[src/rtl/inst_prefetch.sv]
// Instruction prefetch unit: one outstanding memory read at a time, results queued in a small FIFO for the core.
// Define INST_PREFETCH_PERF_EN to add the fetch_count output, which counts instructions accepted by the core.
module inst_prefetch #(
  parameter int Mbit  = 32,
  parameter int DEPTH = 4
) (
  input  logic            clk,
  input  logic            reset,
  input  logic [Mbit-1:0] start_pc,
  input  logic            redirect,
  input  logic [Mbit-1:0] redirect_pc,
  output logic            mem_req,
  output logic [Mbit-1:0] mem_adr,
  input  logic            mem_ack,
  input  logic [Mbit-1:0] mem_data,
  output logic            inst_valid,
  output logic [Mbit-1:0] inst,
  output logic [Mbit-1:0] inst_pc,
  input  logic            inst_ready
`ifdef INST_PREFETCH_PERF_EN
  ,
  output logic [31:0]     fetch_count
`endif
);

  localparam int PW = $clog2(DEPTH);
  localparam logic [PW:0] DEPTH_C = (PW+1)'(DEPTH);
  localparam logic [Mbit-1:0] ALIGN_MASK = ~(Mbit'(3));

  typedef enum logic [1:0] {IDLE, REQ, DROP} state_t;

  state_t          state, state_n;
  logic [Mbit-1:0] fetch_pc, fetch_pc_n, adr_n;
  logic [Mbit-1:0] data_q [DEPTH];
  logic [Mbit-1:0] pc_q   [DEPTH];
  logic [PW-1:0]   wr_ptr, rd_ptr;
  logic [PW:0]     count, count_after;
  logic [Mbit-1:0] rpc, adr_plus4;
  logic            push, pop;

  assign rpc        = redirect_pc & ALIGN_MASK;
  assign adr_plus4  = mem_adr + Mbit'(4);
  assign inst_valid = (count != '0);
  assign inst       = data_q[rd_ptr];
  assign inst_pc    = pc_q[rd_ptr];
  assign pop        = inst_valid & inst_ready & ~redirect;
  // Occupancy after this cycle's push, used to decide whether to keep streaming.
  assign count_after = count + (PW+1)'(1) - (PW+1)'(pop);

  always_comb begin
    state_n    = state;
    adr_n      = mem_adr;
    fetch_pc_n = fetch_pc;
    push       = 1'b0;
    case (state)
      IDLE: begin
        if (redirect) begin
          state_n    = REQ;
          adr_n      = rpc;
          fetch_pc_n = rpc;
        end else if (count < DEPTH_C) begin
          state_n = REQ;
          adr_n   = fetch_pc;
        end
      end
      REQ: begin
        if (redirect) begin
          fetch_pc_n = rpc;
          if (mem_ack) adr_n = rpc;
          else         state_n = DROP;
        end else if (mem_ack) begin
          push       = 1'b1;
          fetch_pc_n = adr_plus4;
          if (count_after < DEPTH_C) adr_n = adr_plus4;
          else                       state_n = IDLE;
        end
      end
      DROP: begin
        // The in-flight read belongs to a stale path; wait it out, then fetch the new one.
        if (redirect) fetch_pc_n = rpc;
        if (mem_ack) begin
          state_n = REQ;
          adr_n   = redirect ? rpc : fetch_pc;
        end
      end
      default: state_n = IDLE;
    endcase
  end

  always_ff @(posedge clk) begin
    if (reset) begin
      state    <= IDLE;
      mem_req  <= 1'b0;
      mem_adr  <= '0;
      fetch_pc <= start_pc & ALIGN_MASK;
    end else begin
      state    <= state_n;
      mem_req  <= (state_n != IDLE);
      mem_adr  <= adr_n;
      fetch_pc <= fetch_pc_n;
    end
  end

  // A redirect empties the queue and drops any same-cycle push or pop.
  always_ff @(posedge clk) begin
    if (reset || redirect) begin
      wr_ptr <= '0;
      rd_ptr <= '0;
      count  <= '0;
    end else begin
      if (push) begin
        data_q[wr_ptr] <= mem_data;
        pc_q[wr_ptr]   <= mem_adr;
        wr_ptr         <= wr_ptr + PW'(1);
      end
      if (pop) rd_ptr <= rd_ptr + PW'(1);
      count <= count + (PW+1)'(push) - (PW+1)'(pop);
    end
  end

`ifdef INST_PREFETCH_PERF_EN
  always_ff @(posedge clk) begin
    if (reset)    fetch_count <= '0;
    else if (pop) fetch_count <= fetch_count + 32'd1;
  end
`endif

endmodule

[config.mk]
export PLATFORM = sky130hd
export DESIGN_NAME = inst_prefetch
export DESIGN_NICKNAME = d
export VERILOG_FILES = /design/src/rtl/inst_prefetch.sv
export SDC_FILE = /design/constraint.sdc
export NUM_CORES = 1
export LEC_CHECK = 0
export ABC_AREA = 1
export BUFFER_PORTS_ARGS = -buffer_cell sky130_fd_sc_hd__buf_2
export CAP_MARGIN = 30
export CORE_MARGIN = 4
export CORE_UTILIZATION = 34
export CTS_CLUSTER_SIZE = 28
export DETAILED_ROUTE_END_ITERATION = 10
export PLACE_DENSITY = 0.59
export SLEW_MARGIN = 25
export SYNTH_ARGS = -nofsm -noshare
export SYNTH_HDL_FRONTEND = slang
export SYNTH_SLANG_ARGS = --single-unit
[constraint.sdc]
create_clock -name clk -period 7.31 [get_ports clk]
set_input_delay 1.8275 -clock clk [delete_from_list [all_inputs] [get_ports clk]]
set_output_delay 1.8275 -clock clk [all_outputs]
set_load 0.01 [all_outputs]
* Word level (Yosys, flattened, before mapping)
Memories as Yosys holds them, arrays and structs flattened. A register that Yosys moved wholly into a read port is not among the register bits. Cells that the tools add are included.
Word-level totals: bits in registers 74, latch bits 0, output and inout port bits 98, memories kept 2, bits of input ports 101, word-level logic and storage cells 72, memory bits (writable) 256, bits in read-only memories 0
Memory list:
- data_q | depth 4, bits a word 32, rd ports 1, clocked after Yosys merged registers in 1, wr ports 1, RTL line 34 | logic [Mbit-1:0] data_q [DEPTH];
- pc_q | depth 4, bits a word 32, rd ports 1, clocked after Yosys merged registers in 1, wr ports 1, RTL line 35 | logic [Mbit-1:0] pc_q [DEPTH];
Operators by class: shift-type cells 0, multipliers 0, bitwise operators 3, equality and inequality tests 8, multiplexer cells 31, $lt $le $gt $ge 2, reduce and logical (&&, ||, !) cells 11, div/mod/pow operators 0, add/sub/neg operators 7
Operators by type and width (count):
- $mux W32 | 11
- $pmux W32 S3 | 1
- $pmux W32 S2 | 1
- $add A32 B3 Y32 const B | 1
- $mux W2 | 11
- $ne A3 B3 Y1 const B | 3
- $reduce_bool A3 Y1 | 3
- $lt A3 B3 Y1 const B | 2
- $mux W1 | 6
- $pmux W2 S3 | 1
- $sub A3 B1 Y3 | 2
- $reduce_and A5 Y1 | 1
- $add A2 B1 Y2 const B | 2
- $ne A2 B2 Y1 const B | 2
- $ne A4 B4 Y1 const B | 1
- $reduce_and A2 Y1 | 2
- $reduce_bool A2 Y1 | 2
- $add A3 B1 Y3 | 1
- $add A3 B1 Y3 const B | 1
- $and A1 B1 Y1 | 2
- $eq A2 B1 Y1 const B | 1
- $eq A2 B2 Y1 const B | 1
- $logic_not A2 Y1 | 1
- $reduce_or A2 Y1 | 1
- other kinds (2) | 2

* Longest topological paths before layout
Gate-level depths: netlist of the first run.
depth after elaboration 10, gate-level depth with buffers 13, depth with buffers taken out 12

* Least setup slack after synthesis of the first run
Ideal clock, no wire load.
path type input port to flip-flop, from input redirect, to memory data_q[0][0], enable pin, required time 6.824 ns, stages 7, arrival time 5.149 ns, buffers on the path 2, slack 1.675 ns, setup time 0.486 ns, cell sequence buf_4 -> inv_2 -> buf_2 -> nand2_1 -> nor2_1 -> nand2_1 -> nor2_1
On the way: longest elaborated chain between the ends 5, elaborated cells on any way between the ends 6, classes of those cells mux (5); reduce/logical (1)
Ends and longest elaborated chain:
- start: declaration | RTL line 10 | input logic redirect,
- $mux W1 | RTL line 67 | if (redirect) begin
- $mux W1 | RTL line 55 | case (state)
- $mux W1 | RTL line 111 | if (push) begin
- $mux W1 (*) | RTL line 106 | if (reset || redirect) begin
- $mux W1 (implied by the code) (*) | RTL line 112 | data_q[wr_ptr] <= mem_data;
- end: declaration | RTL line 34
Every way passes the cells marked *; elsewhere a longest branch is shown, timed or not.

==> results by group, run 1 <==
Timing
  – Fmax: 208 MHz
  – Fin Hold WS: 0.468 ns
  – Final period util: 0.659
  – Slew Limit Fails: 0
  – Relative slew slack: 0.381
  – Final WS setup: 2.49 ns
  – Measured slew at the worst slew-check pin: 0.927 ns
  – Final Hold Viols: 0
  – TNS Setup: 0 ns
  – # setup viols final: 0
  – Fin crit period: 4.82 ns
  – Clock Skew: 0.0192 ns
  – RSZ-0062 raised after global routing: no

Global route
  – First-pass GRT wire length: 62.5 mm
  – Initial antenna violation count: 1
  – Total GRT Usage: 0.171
  – Total gr overflow: 0
  – Vias in the first global route: 10800
  – Largest net degree at the start of global routing: 101

Clocking
  – Setup bufs post-CTS: 0
  – Hold-fix buffers, CTS: 0
  – CTS sink cnt: 332
  – TritonCTS Buffers: 38
  – Clock Tree Root: clkbuf_16
  – CTS H-tree depth: 2
  – CTS tree: built
  – Clock transition at the registers of the reported paths: 0.06 ns
  – PostCTS Resize Cnt: 0
  – Worst skew pair latency: 0.54 ns
  – Clk buf depth: 3

Routing
  – Initial drt markers: 820
  – DRC viols: 0
  – Routed WL: 40.1 mm
  – DRT Pass-1 Iters: 5
  – DR vias: 10900
  – Routed length per instance: 18.5 um
  – Vias per cell: 5.04
  – Detail Route Antenna Nets: 0

Power and ir drop
  – Pleak: 6.53 nW
  – Pwr Density: 261 nW/um^2
  – Total Power: 4.54 mW
  – Flop pwr share: 0.489
  – Sw Pwr: 1.06 mW
  – Switching portion of total power: 0.234
  – Int Power: 3.48 mW
  – Comb power frac: 0.075
  – Clk pwr share: 0.436
  – VDD IR-drop max: 124 uV

Final layout
  – Layout area overhead: 19.7%
  – NumNets Final: 1706
  – Footprint of the multi-input gates: 4540 sq um
  – Final Non-Filler Cells: 2166
  – Post-route cell area: 17400 sq um
  – Most frequent cells in the layout: nand2_1, edfxtp_1, nor2_1
  – # fillers: 4100
  – Seq. cell area: 9510 sq um
  – Proportion of layout cells with a drive suffix above 1: 0.187
  – Commonest non-fill, non-tap cell in the layout: nand2_1
  – Final Core Density: 0.413

Setup path
  – Crit path launch type: flop
  – R2r setup slk: 3.84 ns
  – Critical Path Sink Type: output pin
  – Reg2reg start: state[0]$_SDFF_PP0_
  – Critical path class: reg -> out
  – Required @ worst endpoint: 5.48 ns
  – CP arrival: 2.99 ns
  – Reg2reg path depth: 7
  – R2r endpoint: fetch_pc[12]$_DFFE_PP_
  – CP max FO: 65

Synth
  – Syn_nets: 1538
  – Post-synth EDFFs: 286
  – Cell count after synthesis: 1429
  – Synth Register Bits: 332
  – Top FF cell, synth: edfxtp_1
  – Ys async rst share: 0
  – Average size of a mapped cell: 10.2 sq um
  – Top cells by area, synth: edfxtp_1, nand2_1, dfxtp_1
  – Post-synth cell types: 33
  – Post-synthesis sequential area ratio: 0.655
  – Leading area contributor after synthesis: edfxtp_1
  – Top-area cell type share of the netlist area: 0.592
  – Synthesized cell area: 14500 sq um
  – Synth Warn #: 0

Floorplanning
  – Die width: 215 um
  – Die H: 215 um
  – Die area: 46100 sq um
  – Initial Util: 0.345
  – Row count: 75
  – Core Area: 42000 sq um
  – Io pins: 199

Placed design
  – Post-DP HPWL: 24.3 mm
  – Area post-placement: 16000 sq um
  – Placed insts: 2095
  – GP Congestion: 0.771
  – Port bufs: 194
  – Pre-CTS WS: 2.45 ns

Worst hold path
  – Hold depth: 2
  – Min-delay src: rd_ptr[1]$_SDFFE_PP0P_
  – Worst hold path type: reg -> reg

Status
  – Status: finished, final reports clean

Flow run
  – Max Cap Viol: 0
[worst max-delay path, stage by stage (launching register included)]
cell     delay [ns]
dfxtp_2        0.31
buf_4          0.36
inv_2          0.72
buf_4          0.42
o21ai_0        0.14
o22ai_1        0.27
buf_2          0.20
[power groups by stage]
stage / logic, mW / registers [mW] / clock network (mW)
6_report: 0.339 / 2.22 / 1.98
5_1_grt: 0.384 / 2.23 / 2.11
3_3_place_gp: 0.334 / 2.25 / 0
2_1_floorplan: 0.202 / 2.23 / 0
3_5_place_dp: 0.338 / 2.26 / 0
4_1_cts: 0.340 / 2.22 / 2.03
[final cells by class]
class                           count  area share
Inverter                           47      0.0103
Sequential cell                   332       0.548
Multi-Input combinational cell    968       0.261
Clock buffer                       49      0.0619
Clock inverter                     20      0.0136
Antenna cell                        1    0.000144
Tap cell                          539      0.0388
Timing Repair Buffer              210      0.0664
[routing by layer]
metal  track usage  vias up  wire, um
met5             0        -         0
met2         0.279      334     18700
met4        0.0430        0       655
met1         0.232     5195     18100
li1              -     5353         -
met3        0.0428       41      2660
[how the worst max path moves through the flow]
stage | endpoint | depth (start not counted) | from
final | inst_pc[16] | 6 | flop
after global routing | inst_pc[16] | 6 | flop
after CTS | inst_pc[16] | 6 | flop
after detailed placement | data_q[1][30]$_DFFE_PP_ | 6 | reset
after global placement | data_q[3][30]$_DFFE_PP_ | 6 | reset
after floorplan | data_q[0][0]$_DFFE_PP_ | 7 | redirect
[cells in the mapped netlist, drive strengths merged, types with 4 or more instances]
master  number
nand2      297
edfxtp     286
nor2       243
o21ai      198
o22ai       64
a21oi       62
clkbuf      60
dfxtp       46
inv         46
nand3       39
a21boi      24
buf         22
nand3b       9
ha           7
xor2         5
a31oi        4
[flip-flops by register name (all words and copies together), names as in the netlist, named ones only]
name and cells:
wr_ptr 2, pc_q 128, mem_adr 32, fetch_pc 32
data_q 128, count 3, mem_req 1, rd_ptr 2
state 2
[logic make-up (layout without fill, tap and decap cells)]
logic type / Yosys count / after routing / share of synthesized area
adder cells (fa/ha/maj): 8 / 8 / 0.00741
AND/OR/NAND/NOR: 595 / 595 / 0.164
XOR/XNOR: 6 / 6 / 0.00362
AO/OA/AOI/OAI: 359 / 359 / 0.135
other: 0 / 1 / 0
buffers and inverters: 129 / 326 / 0.0351
flip-flops: 332 / 332 / 0.655
Note: power is estimated with default switching activity, not from simulation.
==> run 2: changes to the inputs <==
==> constraint.sdc (replaced) <==
create_clock -name clk -period 4.45 [get_ports clk]
set_input_delay 1.1125 -clock clk [delete_from_list [all_inputs] [get_ports clk]]
set_output_delay 1.1125 -clock clk [all_outputs]
set_load 0.01 [all_outputs]
==> run 2 against run 1 <==
Core utilization decreased by 0.35 points. Combinational power grew 68%. Cell area shrank 0.84%. Sequential power rose by 64%. Sequential cell count unchanged. Clock skew is 0.0084 ns higher. Global-route usage fell by 0.37 points. Critical path type unchanged. Largest power group unchanged.
==> results by group, run 2 (synthesis gave the netlist of run 1 again) <==
Status
  – Status: finished, final reports clean

Setup path
  – Critical path class: reg -> out
  – CP arrival: 2.58 ns
  – Crit path largest cell delay: 0.58 ns
  – CP cell instances: inv_4, buf_12, o21ai_0, o22ai_1, buf_2
  – Required @ worst endpoint: 3.34 ns
  – Critical Path Sink Type: output pin
  – R2r setup slk: 1.61 ns
  – CP max FO: 67
  – Slowest CP cell: inv_4
  – Crit path launch type: flop

Clocking
  – CTS tree: built
  – CTS sink cnt: 332
  – Setup bufs post-CTS: 0
  – CTS H-tree depth: 2
  – Hold-fix buffers, CTS: 0
  – PostCTS Resize Cnt: 0
  – Worst skew pair latency: 0.55 ns
  – TritonCTS Buffers: 37
  – Clock transition at the registers of the reported paths: 0.06 ns
  – Clock Tree Root: clkbuf_16
  – Clk buf depth: 3

Final layout
  – Layout area overhead: 18.7%
  – ANT cells: 0
  – Largest regs: data_q x128, pc_q x128
  – Most frequent cells in the layout: nand2_1, edfxtp_1, nor2_1
  – NumNets Final: 1711
  – Proportion of layout cells with a drive suffix above 1: 0.182
  – Final Non-Filler Cells: 2164
  – Commonest non-fill, non-tap cell in the layout: nand2_1
  – # fillers: 4105

Timing
  – Measured slew at the worst slew-check pin: 0.932 ns
  – Fin crit period: 3.69 ns
  – Final Hold Viols: 0
  – Relative slew slack: 0.378
  – Final WS setup: 0.760 ns
  – Clock Skew: 0.0275 ns
  – # setup viols final: 0
  – RSZ-0062 raised after global routing: no
  – Slew Limit Fails: 0
  – Fmax: 271 MHz
  – Final period util: 0.829

Routing
  – Routed WL: 40.0 mm
  – Vias per cell: 5.09
  – Initial drt markers: 857
  – DRC viols: 0
  – Routed length per instance: 18.5 um
  – Detail Route Antenna Nets: 0
  – DR vias: 11000
  – DRT Pass-1 Iters: 7

Global route
  – Initial antenna violation count: 1
  – First-pass GRT wire length: 61.2 mm
  – Vias in the first global route: 10600
  – Total gr overflow: 0
  – Total GRT Usage: 0.168
  – Largest net degree at the start of global routing: 68

Floorplanning
  – Die width: 215 um
  – Die H: 215 um
  – Die area: 46100 sq um
  – Initial Util: 0.345
  – Row count: 75
  – Io pins: 199
  – Core Area: 42000 sq um

Power and ir drop
  – Clk pwr share: 0.409
  – Pleak: 6.46 nW
  – Int Power: 5.41 mW
  – Comb power frac: 0.080
  – Sw Pwr: 1.71 mW
  – Flop pwr share: 0.511
  – Switching portion of total power: 0.240
  – Pwr Density: 413 nW/um^2
  – VDD IR-drop max: 250 uV

Placed design
  – Port bufs: 194
  – Placed insts: 2101
  – Post-DP HPWL: 24.2 mm
  – GP Congestion: 0.794
  – Pre-CTS WS: 1.25 ns

Flow run
  – Max Cap Viol: 0

Worst hold path
  – Worst hold path type: reg -> reg
[run 2: changes by cell type in the layout (fill, tap and decap cells not counted), sizes merged]
cell,delta
buf,+6
clkbuf,-4
bufinv,-3
inv,-3
clkinvlp,+2
clkinv,+1
diode,-1
[run 2: critical path: cells and delay by family, from the launching register on]
| kind | cells | cell delay [ns] |
|---|---|---|
| AOI/OAI and AO/OA | 2 | 0.38 |
| buffers and inverters | 3 | 1.12 |
| DFF | 1 | 0.48 |
[run 2: power groups by stage]
| stage | clock network [mW] | registers (mW) | logic, mW |
|---|---|---|---|
| after floorplan | 0 | 3.67 | 0.332 |
| after CTS | 2.99 | 3.65 | 0.562 |
| after global routing | 3.11 | 3.66 | 0.637 |
| after detailed placement | 0 | 3.71 | 0.560 |
| after global placement | 0 | 3.71 | 0.552 |
| final | 2.91 | 3.64 | 0.568 |
[run 2: worst paths after layout]
path | start | to | depth (start not counted)
hold reg to reg | rd_ptr[1]$_SDFFE_PP0P_ | flop | 2
setup reg to reg | state[0]$_SDFF_PP0_ | mem_adr[24]$_SDFFE_PP0P_ | 10
hold / removal | rd_ptr[1]$_SDFFE_PP0P_ | flop | 2
setup / recovery | flop | inst_pc[0] | 5
[run 2: area by class of cell]
type | instances | area, sq um | share of cell area
repair buffers | 216 | 1190 | 0.0691
clock inverters | 17 | 134 | 0.00777
flip-flops and latches | 332 | 9510 | 0.552
inverters | 47 | 179 | 0.0104
multi-input cells | 968 | 4540 | 0.263
well taps | 539 | 674 | 0.0392
clock buffers | 45 | 998 | 0.0580
[run 2: routing by layer]
metal  global-route usage  vias up  share of wire
met1                0.224     5244           0.44
met4               0.0493        2          0.019
met3               0.0425       56          0.074
li1                     -     5355              -
met5                    0        -        0.00025
met2                0.272      360           0.46
[run 2: through the flow]
step / total power [mW] / instance area [sq um] / TNS (ns) / hold WS [ns] / util
after detailed placement: 4.27 / 16100 / 0 / 0.449 / 0.383
after floorplan: 4.00 / 14500 / -120.29 / 0.436 / -
after CTS: 7.20 / 17200 / 0 / 0.461 / 0.409
after global routing: 7.41 / 17200 / 0 / 0.489 / 0.410
after global placement: 4.26 / 16100 / 0 / 0.449 / 0.383
final: 7.12 / 17200 / 0 / 0.463 / 0.410
